`src/rtl/mem_arbiter.sv`:
```
// Two-port req/gnt arbiter in front of a single-port synchronous memory.
// Define MEM_ARB_ROUND_ROBIN_EN for round-robin; default is fixed CPU priority.
module mem_arbiter #(
  parameter int ADDR_WIDTH = 6,
  parameter int DATA_WIDTH = 16
) (
  input  logic                  clk,
  input  logic                  rst_n,
  input  logic                  req0,
  input  logic                  we0,
  input  logic [ADDR_WIDTH-1:0] addr0,
  input  logic [DATA_WIDTH-1:0] data0,
  output logic                  gnt0,
  output logic                  rvalid0,
  output logic [DATA_WIDTH-1:0] rdata0,
  input  logic                  req1,
  input  logic                  we1,
  input  logic [ADDR_WIDTH-1:0] addr1,
  input  logic [DATA_WIDTH-1:0] data1,
  output logic                  gnt1,
  output logic                  rvalid1,
  output logic [DATA_WIDTH-1:0] rdata1,
  output logic                  mem_we,
  output logic [ADDR_WIDTH-1:0] mem_addr,
  output logic [DATA_WIDTH-1:0] mem_data,
  input  logic [DATA_WIDTH-1:0] mem_out
);

  typedef enum logic [1:0] {
    IDLE,
    ACCESS,
    RESP
  } state_t;

  state_t                r_state;
  logic                  r_owner;
  logic                  r_last;
  logic                  r_hold_we;
  logic [ADDR_WIDTH-1:0] r_hold_addr;
  logic [DATA_WIDTH-1:0] r_hold_data;
  logic                  r_gnt0;
  logic                  r_gnt1;
  logic                  r_rv0;
  logic                  r_rv1;
  logic                  r_mem_we;

  logic                  w_any;
  logic                  w_win;
  logic                  w_we;
  logic [ADDR_WIDTH-1:0] w_addr;
  logic [DATA_WIDTH-1:0] w_data;

  assign w_any = req0 | req1;

  always_comb begin
    w_win = 1'b0;
`ifdef MEM_ARB_ROUND_ROBIN_EN
    // On contention the port that did not win last time goes next.
    if (req0 & req1)
      w_win = ~r_last;
    else
      w_win = req1;
`else
    w_win = req1 & ~req0;
`endif
  end

  always_comb begin
    w_we   = we0;
    w_addr = addr0;
    w_data = data0;
    if (w_win) begin
      w_we   = we1;
      w_addr = addr1;
      w_data = data1;
    end
  end

  always_ff @(posedge clk or negedge rst_n) begin
    if (!rst_n) begin
      r_state     <= IDLE;
      r_owner     <= 1'b0;
      r_last      <= 1'b1;
      r_hold_we   <= 1'b0;
      r_hold_addr <= '0;
      r_hold_data <= '0;
      r_gnt0      <= 1'b0;
      r_gnt1      <= 1'b0;
      r_rv0       <= 1'b0;
      r_rv1       <= 1'b0;
      r_mem_we    <= 1'b0;
    end else begin
      r_gnt0   <= 1'b0;
      r_gnt1   <= 1'b0;
      r_rv0    <= 1'b0;
      r_rv1    <= 1'b0;
      r_mem_we <= 1'b0;
      unique case (r_state)
        IDLE: begin
          if (w_any) begin
            r_owner     <= w_win;
            r_last      <= w_win;
            r_hold_we   <= w_we;
            r_hold_addr <= w_addr;
            r_hold_data <= w_data;
            r_gnt0      <= ~w_win;
            r_gnt1      <= w_win;
            r_mem_we    <= w_we;
            r_state     <= ACCESS;
          end
        end
        ACCESS: begin
          r_rv0   <= ~r_hold_we & ~r_owner;
          r_rv1   <= ~r_hold_we & r_owner;
          r_state <= RESP;
        end
        RESP: begin
          r_state <= IDLE;
        end
        default: begin
          r_state <= IDLE;
        end
      endcase
    end
  end

  assign gnt0     = r_gnt0;
  assign gnt1     = r_gnt1;
  assign rvalid0  = r_rv0;
  assign rvalid1  = r_rv1;
  assign mem_we   = r_mem_we;
  assign mem_addr = r_hold_addr;
  assign mem_data = r_hold_data;
  assign rdata0   = mem_out;
  assign rdata1   = mem_out;

endmodule
```
`config.mk`:
```
export PLATFORM = sky130hd
export DESIGN_NAME = mem_arbiter
export DESIGN_NICKNAME = d
export VERILOG_FILES = /design/src/rtl/mem_arbiter.sv
export SDC_FILE = /design/constraint.sdc
export NUM_CORES = 1
export LEC_CHECK = 0
export ABC_AREA = 1
export CORE_MARGIN = 1
export CORE_UTILIZATION = 32
export CTS_CLUSTER_SIZE = 14
export DETAILED_ROUTE_END_ITERATION = 8
export PLACE_DENSITY = 0.79
export REMOVE_ABC_BUFFERS = 1
export SLEW_MARGIN = 5
export SYNTH_ARGS = -nofsm -noshare
export SYNTH_HDL_FRONTEND = slang
export SYNTH_SLANG_ARGS = --single-unit
```
`constraint.sdc`:
```
create_clock -name clk -period 1 [get_ports clk]
set_input_delay 0.2 -clock clk [delete_from_list [all_inputs] [get_ports clk]]
set_output_delay 0.2 -clock clk [all_outputs]
set_load 0.01 [all_outputs]
```
==> results of run 1 <==
-- per-layer routing --
metal	vias to the layer above	part of all wire, %	track usage [%]
li1	806	-	-
met1	718	43	20.96
met2	82	45	25.13
met3	4	11	10.12
met4	0	0.34	4.151
met5	-	0	4.545
-- cells in the mapped netlist (all sizes together) --
cell type / count
nand2: 121
buf: 43
dfrtp: 31
nand3: 23
inv: 7
nor2: 4
nor3: 1
o21ai: 1
-- placed cells by master, fill, tap and decap left out --
cell,n
nand2_4,3
clkbuf_8,7
buf_6,4
dfrtp_1,31
nor3_1,1
buf_12,3
buf_4,23
nand3_1,23
inv_4,2
dlygate4sd2_1,2
nand2_2,21
clkbuf_1,1
inv_1,4
o21ai_2,1
nand2_8,1
clkdlybuf4s50_1,47
nand2_1,97
nor2_4,1
inv_12,1
buf_2,23
nor2_1,3
-- flip-flops by register name, indices dropped and copies added (netlist names) --
name	count
r_owner	1
r_state	2
mem_we	1
mem_addr	6
rvalid0	1
mem_data	16
gnt0	1
rvalid1	1
gnt1	1
r_hold_we	1
-- how the worst max path moves through the flow --
stage | from | endpoint | slack, ps | cells past startpoint
6_report | r_state[0] | mem_data[6] | -80 | 5
5_1_grt | r_state[1] | mem_data[6] | -120 | 5
4_1_cts | r_state[0] | mem_data[6] | -70 | 5
3_5_place_dp | req1 | mem_addr[1] | -470 | 6
3_3_place_gp | req1 | r_hold_we | -420 | 7
2_1_floorplan | r_state[0] | r_hold_we | -50 | 5
-- layout make-up --
cell class,instances,area share [%]
timing repair buffer,102,33.99
tap,72,3.477
inverter,7,1.690
multi-input combinational,151,27.04
sequential,31,29.94
clock buffer,8,3.863
-- what timing repair did --
item / in CTS / in global routing
pin swaps: 1 / 0
setup buffers: 3 / 8
endpoints found under the setup margin: 54 / 51
resized for setup: 116 / 5
cloned: 1 / 0
-- report_power, final --
part | internal (W) | switching [W]
Sequential | 0.00181 | 0.000329
Clock | 0.000627 | 0.000444
Combinational | 0.00162 | 0.00158
Total | 0.00407 | 0.00235
-- stage by stage --
stage	utilization (%)	cell area (sq um)
after floorplan	-	1493
after detailed placement	45.29	2494
after CTS	45.54	2507
after global routing	47.06	2591
after global placement	45.29	2494
final	47.06	2591
-- logic make-up after synthesis --
group	count (synthesis)	share of synthesized area, %
and+or+nand+nor	149	36.83
AOI/OAI and AO/OA	1	0.2726
buffers and inverters	50	20.60
DFF	31	42.29
==> summary.md, run 1 <==
| Metric | Value |
|---|---|
| DRT iter0 DRCs | 85 |
| Starting Density | 33.31% |
| Routed length per instance | roughly 13 um |
| Initial antenna violation count | 0 |
| CTS Hold Buffers Added | 0 |
| Die Footprint | ~6000 sq um |
| Sink Count | 31 |
| Multi-input gate area in the final layout | 700.7 sq um |
| Crit path largest cell delay | slightly above 400 ps |
| PnR worst setup slack | -77.26 ps |
| Peak supply drop | about 0.0011 V |
| Yosys Warn Count | 0 |
| Avg Synthesized Cell Area | between 7 and 8 sq um |
| RR Endpoint | mem_data[6] |
| Max-slew violations | 0 |
| Post-synthesis sequential area ratio | between 40% and 50% |
| CTS tree | done |
| Die Height | between 70 and 80 um |
| Status | finished, violations left |
| DIE WIDTH | around 78 um |
| Placed Cells | ~350 |
| Worst-Margin Slew | ~400 ps |
| Most used cell, CP | nand2_1 |
| Post-layout min period | roughly 1100 ps |
| 1st-pass router iterations | 6 |
| Distinct cells, synth | 18 |
| HPWL after DPL | between 3 and 4 mm |
| Power Density | about 2500 nW/um^2 |
| Area leader, netlist | dfrtp_1 |
| WHS | between 200 and 300 ps |
| Max-cap violation count | 0 |
| Area delta synth->final | 41.27% |
| Required time of the critical path | between 1000 and 1500 ps |
| Relative slew slack | between 70% and 80% |
| Depth of the most critical reg-to-reg path | 5 |
| Root buf cell | clkbuf_8 |
| CTS H-tree depth | 2 |
| Final Skew | about 5.3 ps |
| Setup TNS Final | -1509 ps |
| Synth area leaders | dfrtp_1, nand2_1, buf_4 |
| Pleak | 1.400 nW |
| Critical Path AT | 1240 ps |
| Remaining routing DRC violations | 0 |
| Slowest CP cell | dfrtp_1 |
| Setup violators final | 34 |
| Clock-pin slew on the worst setup and hold paths | 60 ps |
| Register area | between 700 and 800 sq um |
| Fmax | between 0.9 and 1 GHz |
| Largest net degree at the start of global routing | 32 |
| FP Rows | 27 |
| Top cell type's share of synthesized area | around 42% |
| #FFs+latches synth | 31 |
| Pwr Total | between 0.006 and 0.007 W |
| RSZ-0062 raised after global routing | true |
| Clock Path Buffers | 2 |
| Critical-path cell list | nor2_4 -> nand2_8 -> buf_12 -> nand2_1 -> nand2_1 |
| Total GRT Usage | around 17% |
| Share of layout cells above drive strength 1 | between 30% and 40% |
| Top Family by Delay on Critical Path | flip-flops |
| Number of top-level pins | ~130 |
| Core ar. | between 5000 and 6000 sq um |
| Clk_lat worst skew | 280 ps |
| Failing checks | negative setup slack |
| Critical path class | flip-flop to flip-flop |
| Setup WS pre-CTS | -465.2 ps |
| GRT overflow | 0 |
| Vias in the first global route | about 1600 |
| Crit end category | flip-flop |
| CP max FO | 13 |
| Mapped Cells | around 230 |
| Final WL | approximately 5 mm |
| Cell area after synthesis | 1834 sq um |
| Vias per inst | 4.340 |
| Fillers | 536 |
| Num CTS Buffers | 5 |
| N_diodes | 0 |
| Crit share post-route | 107.7% |
| Nets | approximately 360 |
| Buffers on Ports | 76 |
| HP Class | input port to async pin |
| CP Launch Type | flip-flop |
| Wire length of the first global-routing pass | ~7.9 mm |
| Reg-to-reg setup timing slack | -80 ps |
| Count of final hold-check violations | 0 |
| Via count | approximately 1600 |
| CP Buf/Inv Count | 1 |
| Final non-filler cell total | between 300 and 400 |
| Placer congestion estimate | roughly 0.70 |
| Worst r2r src | r_state[0] |
| ANT nets after route | 0 |
Note: power is estimated with default switching activity, not from simulation.
==> inputs of run 2 (changes only) <==
CORE_UTILIZATION = 30   (was 32)
PLACE_DENSITY = 0.75   (was 0.79)
==> run 2 against run 1 <==
Effect of this change:
- the flow still finishes with violations (negative setup slack)
- cell count up 0.81%
- global-route usage down 0.99 points
- clock-buffer cell count down 3
- worst hold slack worse by 2.5 ps
- combinational power up 4%
- clock skew about the same
- sequential cell count unchanged
- die area up 6.5%
- sequential share of layout area down 0.69 points
- clock power up 15%
- critical endpoint is now mem_data[5]
- largest power group unchanged
==> summary.md, run 2 (synthesis results as in run 1) <==
| Metric | Value |
|---|---|
| Fillers | 605 |
| Initial antenna violation count | 0 |
| Clock Path Buffers | 2 |
| Final Cell Area | 2653 sq um |
| Failing checks | negative setup slack |
| Critical-path cell list | nor2_4 -> nand2_8 -> buf_8 -> nand2_2 -> nand2_1 |
| Final WL | about 5 mm |
| Number of top-level pins | between 100 and 150 |
| Peak supply drop | 0.001081 V |
| Slowest CP cell | dfrtp_1 |
| Total GRT Usage | around 16% |
| Remaining routing DRC violations | 0 |
| CP Launch Type | flip-flop |
| CTS Hold Buffers Added | 0 |
| Sink Count | 31 |
| Routed length per instance | between 10 and 15 um |
| Vias in the first global route | around 1500 |
| CP max FO | 8 |
| CP Buf/Inv Count | 1 |
| Required time of the critical path | roughly 1200 ps |
| Setup violators final | 38 |
| CTS tree | done |
| Worst r2r src | r_state[0] |
| Placer congestion estimate | 0.6540 |
| Critical path class | flip-flop to flip-flop |
| WHS | roughly 280 ps |
| Max-slew violations | 0 |
| ANT nets after route | 0 |
| Max-cap violation count | 0 |
| Die Footprint | ~6400 sq um |
| RSZ-0062 raised after global routing | true |
| Fmax | 0.9049 GHz |
| Placed cell areas | 2472 sq um |
| Starting Density | a little over 30% |
| N_diodes | 0 |
| Final core utilization | between 40% and 50% |
| Switch Pwr | approximately 0.0025 W |
| Max reg flops | 16 |
| Reg-to-reg setup timing slack | -110 ps |
| Power Density | 2534 nW/um^2 |
| Vias per inst | 4.326 |
| CTS H-tree depth | 2 |
| RR Endpoint | mem_data[5] |
| Worst-Margin Slew | about 400 ps |
| Commonest non-fill, non-tap cell in the layout | nand2_1 |
| Area delta synth->final | 44.61% |
| Root buf cell | clkbuf_8 |
| DIE WIDTH | around 80 um |
| Die Height | between 80 and 90 um |
| PnR worst setup slack | -105.1 ps |
| Nets | 364 |
| Largest net degree at the start of global routing | 32 |
| Crit end category | flip-flop |
| Multi-input gate area in the final layout | between 700 and 800 sq um |
| Depth of the most critical reg-to-reg path | 5 |
| Wire length of the first global-routing pass | ~7.6 mm |
| Buffers on Ports | 76 |
| Num CTS Buffers | 5 |
| HPWL after DPL | 3.643 mm |
| DRT iter0 DRCs | just under 70 |
| GR peak layer | met2 |
| Count of final hold-check violations | 0 |
| GR Util met3 | between 9 and 10% |
| Met2 GRT Util | 22.82% |
| Relative slew slack | 73.42% |
| Combinational share of power | 49.7% |
| Seq pwr share | between 30% and 40% |
| Switching share of total power | a little under two fifths |
| Leading cell types in the layout, fill and taps excluded | nand2_1, clkdlybuf4s50_1, nand2_2 |
| Internal | between 0.004 and 0.005 W |
| Pleak | between 1 and 1.5 nW |
| Clk_lat worst skew | 280 ps |
| Top Family by Delay on Critical Path | flip-flops |
| Critical Path AT | about 1300 ps |
| Final Skew | about 5.5 ps |
| 1st-pass router iterations | 4 |
| Share of layout cells above drive strength 1 | a little over a third |
| Routing usage on met1 | about a fifth |
| Clock group share of total power | between 10% and 20% |
| Status | finished, violations left |
| HP Class | input port to async pin |
| Clock-pin slew on the worst setup and hold paths | about 70 ps |
| Core ar. | roughly 5900 sq um |
| Post-layout min period | about 1100 ps |
| Crit path largest cell delay | 410 ps |
| GRT overflow | 0 |
| FP Rows | 28 |
| Register area | just under 800 sq um |
| Via count | around 1600 |
| Crit share post-route | 110.5% |
==> run 2: worst max-delay path by stage <==
| stage | start | endpoint | cells past startpoint |
|---|---|---|---|
| global placement | req1 | r_hold_we | 6 |
| floorplan | r_state[0] | r_hold_we | 5 |
| detailed placement | req1 | mem_data[9] | 6 |
| global route | r_state[0] | mem_addr[3] | 5 |
| CTS | r_state[1] | mem_data[5] | 5 |
| finish | r_state[0] | mem_data[5] | 5 |
==> run 2: power groups by stage <==
stage | Combinational [W] | Clock [W] | Sequential (W)
floorplan | 0.00112 | 0 | 0.00235
global placement | 0.00304 | 0 | 0.00214
detailed placement | 0.00308 | 0 | 0.00214
CTS | 0.00294 | 0.00126 | 0.00213
global route | 0.00367 | 0.00135 | 0.00220
finish | 0.00334 | 0.00123 | 0.00215
==> run 2: area by class of cell <==
class / instances / area share [%]
clock buffer: 5 / 2.594
clock inverter: 3 / 1.651
inverter: 7 / 1.792
multi-input combinational: 150 / 27.88
sequential: 31 / 29.25
tap: 75 / 3.538
timing repair buffer: 103 / 33.30
==> run 2: layer usage <==
metal,share of wire [%],vias up
li1,-,808
met4,0.74,0
met5,0,-
met3,12,5
met1,45,718
met2,42,87
==> run 2: stage by stage <==
step	power, W	cells	setup slack [ps]	TNS (ps)
global placement	0.005184	354	-456.0	-13080
floorplan	0.003466	188	-47.87	-545.6
detailed placement	0.005226	354	-517.5	-14740
CTS	0.006329	367	-88.64	-2322
global route	0.007221	374	-158.5	-4403
finish	0.006722	374	-105.1	-2307
==> run 2: timing repair <==
action	4_1_cts	5_1_grt
setup endpoints to repair	54	52
gates cloned	0	0
setup buffers	5	7
resized for setup	124	16
pin swaps	14	6
==> inputs of run 3 (changes only) <==
ABC_AREA = not set   (was 1)
==> run 3 against run 2 <==
Effect of this change:
- the flow still finishes with violations (negative setup slack)
- core utilization down 0.93 points
- routed wire length down 15%
- sequential cell count unchanged
- register-to-register slack worse by 200 ps
- die area up 0.26%
- first-iteration DRC count down 59%
- via count down 26%
- highest routed layer is now met5
- critical path type unchanged
- clock-buffer cell count up 2
- total power down 4.1%
- synthesized cell count down 45%
- critical endpoint is now mem_addr[0]
- combinational power about the same
==> summary.md, run 3 <==
| Metric | Value |
|---|---|
| Relative slew slack | between 70% and 80% |
| Post-synthesis sequential area ratio | a little over two fifths |
| CP Buf/Inv Count | 1 |
| Leading cell types in the layout, fill and taps excluded | clkdlybuf4s50_1, mux2_4, dfrtp_1 |
| #FFs+latches synth | 31 |
| ANT nets after route | 0 |
| Critical Path AT | about 1500 ps |
| RSZ-0062 raised after global routing | true |
| Internal | about 0.0045 W |
| Yosys Warn Count | 0 |
| N_diodes | 0 |
| Pleak | about 1.3 nW |
| Clk_lat worst skew | 270 ps |
| CTS tree | done |
| Final Skew | around 4.4 ps |
| Final non-filler cell total | between 200 and 300 |
| Avg Synthesized Cell Area | ~14 sq um |
| Slowest CP cell | dfrtp_1 |
| Via count | ~1200 |
| List of most frequent post-synthesis cells | mux2_4, buf_4, dfrtp_1 |
| Max-cap violation count | 0 |
| Max-slew violations | 0 |
| CP Launch Type | flip-flop |
| Critical path class | flip-flop to flip-flop |
| Vias per inst | roughly 4.4 |
| Fmax | 0.7650 GHz |
| Peak supply drop | 0.0009921 V |
| Count leader, synth | mux2_4 |
| Async S/R FF share, synth | 100.0% |
| Final WL | 4.275 mm |
| Clock Path Buffers | 2 |
| Area delta synth->final | 41.22% |
| Failing checks | negative setup slack |
| Ys flop type | dfrtp_1 |
| Initial antenna violation count | 0 |
| Die Footprint | 6448 sq um |
| Power Density | approximately 2500 nW/um^2 |
| Remaining routing DRC violations | 0 |
| Max reg flops | 16 |
| Critical-path cell list | nor3_4 -> buf_12 -> mux2_4 |
| Nets | roughly 260 |
| Top Family by Delay on Critical Path | flip-flops |
| Largest net degree at the start of global routing | 32 |
| Crit end category | flip-flop |
| HP Class | input port to async pin |
| Starting Density | 31.07% |
| Seq pwr share | 34.1% |
| Number of top-level pins | roughly 130 |
| Routed length per instance | 15.66 um |
| Worst-Margin Slew | a little under 400 ps |
| Die Height | ~80 um |
| HPWL after DPL | ~3.2 mm |
| Top cell type's share of synthesized area | roughly 42% |
| Crit path largest cell delay | 400 ps |
| DIE WIDTH | ~80 um |
| Num CTS Buffers | 5 |
| Final Cell Area | between 2000 and 3000 sq um |
| GRT overflow | 0 |
| Status | finished, violations left |
| Vias in the first global route | 1255 |
| Fillers | ~570 |
| Cell area after synthesis | roughly 1800 sq um |
| Switch Pwr | a little under 0.002 W |
| Count of final hold-check violations | 0 |
| Combinational share of power | a little over 50% |
| Area leader, netlist | dfrtp_1 |
| Placed Cells | around 260 |
| CP max FO | 15 |
| Post-layout min period | between 1000 and 1500 ps |
| Sink Count | 31 |
| Placer congestion estimate | 0.6567 |
| PnR worst setup slack | -307.3 ps |
| Setup violators final | 30 |
| Number of enable flip-flop cells after synthesis | 0 |
| Placed cell areas | 2550 sq um |
| FP Rows | 28 |
| Share of layout cells above drive strength 1 | between 50% and 60% |
| DRT iter0 DRCs | 28 |
| Switching share of total power | 30.52% |
| Total GRT Usage | 13.56% |
| Clock-pin slew on the worst setup and hold paths | roughly 70 ps |
| Crit share post-route | 130.7% |
| Mapped Cells | between 100 and 150 |
| Wire length of the first global-routing pass | roughly 6.4 mm |
| Commonest non-fill, non-tap cell in the layout | clkdlybuf4s50_1 |
| Clock group share of total power | between 10% and 20% |
| Synth area leaders | dfrtp_1, mux2_4, buf_4 |
| Required time of the critical path | between 1000 and 1500 ps |
| CTS Hold Buffers Added | 0 |
| Core ar. | roughly 5900 sq um |
| Distinct cells, synth | 18 |
| Buffers on Ports | 76 |
| Setup TNS Final | -6866 ps |
| CTS H-tree depth | 2 |
| Root buf cell | clkbuf_8 |
| 1st-pass router iterations | 4 |
run 3: cell types whose count changed after synthesis, sizes merged, moves of 2 or more:
cell,before,now
nor2b,0,2
inv,7,1
nand3,23,0
nand2,121,0
mux2,0,44
buf,43,37
nor3b,0,2
run 3: area by class of cell:
| class | count | area, sq um | area share [%] |
|---|---|---|---|
| Clock buffer | 7 | 76.32 | 2.938 |
| Clock inverter | 1 | 5.005 | 0.1927 |
| Inverter | 1 | 3.754 | 0.1445 |
| Multi-Input combinational cell | 59 | 784.5 | 30.20 |
| Sequential cell | 31 | 775.7 | 29.87 |
| Tap cell | 75 | 93.84 | 3.613 |
| Timing Repair Buffer | 99 | 858.3 | 33.04 |
run 3: metal layers:
layer	GRT usage, %	wire length [um]	up-vias
met5	6.364	23	-
met4	2.143	19	2
met3	8.409	531	5
met2	20.94	1998	92
met1	15.73	1702	562
li1	-	-	540
run 3: cell families after synthesis:
kind of cell	Yosys count	share of synthesized area (%)
buffers and inverters	38	17.28
muxes	44	34.69
DFF	31	42.18
AOI/OAI and AO/OA	2	0.6802
and+or+nand+nor	13	5.170
run 3: per-stage QoR:
step	total power (W)	utilization, %	worst slack, ps	hold WS [ps]
finish	0.006448	43.87	-307.3	297.0
global route	0.006844	43.87	-373.4	311.4
CTS	0.006388	43.30	-324.4	299.7
detailed placement	0.005702	43.07	-803.6	400.1
global placement	0.005629	43.07	-800.6	400.1
floorplan	0.003770	-	-866.8	-95.59
run 3: power groups by stage:
stage	logic [W]	clock network, W	registers [W]
floorplan	0.00134	0	0.00243
global placement	0.00342	0	0.00221
detailed placement	0.00349	0	0.00221
CTS	0.00322	0.000954	0.00221
global route	0.00355	0.00102	0.00228
finish	0.00333	0.000922	0.00220
run 3: final timing paths:
check / start / end / slack [ps] / cells past startpoint
max: r_state[0] / mem_addr[0] / -310 / 3
min: rst_n / mem_addr[2] / 300 / 2
max reg2reg: r_state[0] / mem_addr[0] / -310 / 3
min reg2reg: r_hold_we / rvalid0 / 460 / 1
max in group asynchronous: rst_n / mem_data[1] / 530 / 2
min in group clk: mem_out[6] / rdata1[6] / 400 / 0
run 3: what timing repair did:
| item | 4_1_cts | 5_1_grt |
|---|---|---|
| setup endpoints to repair | 55 | 51 |
| resized for setup | 118 | 2 |
| buffers inserted | 4 | 3 |
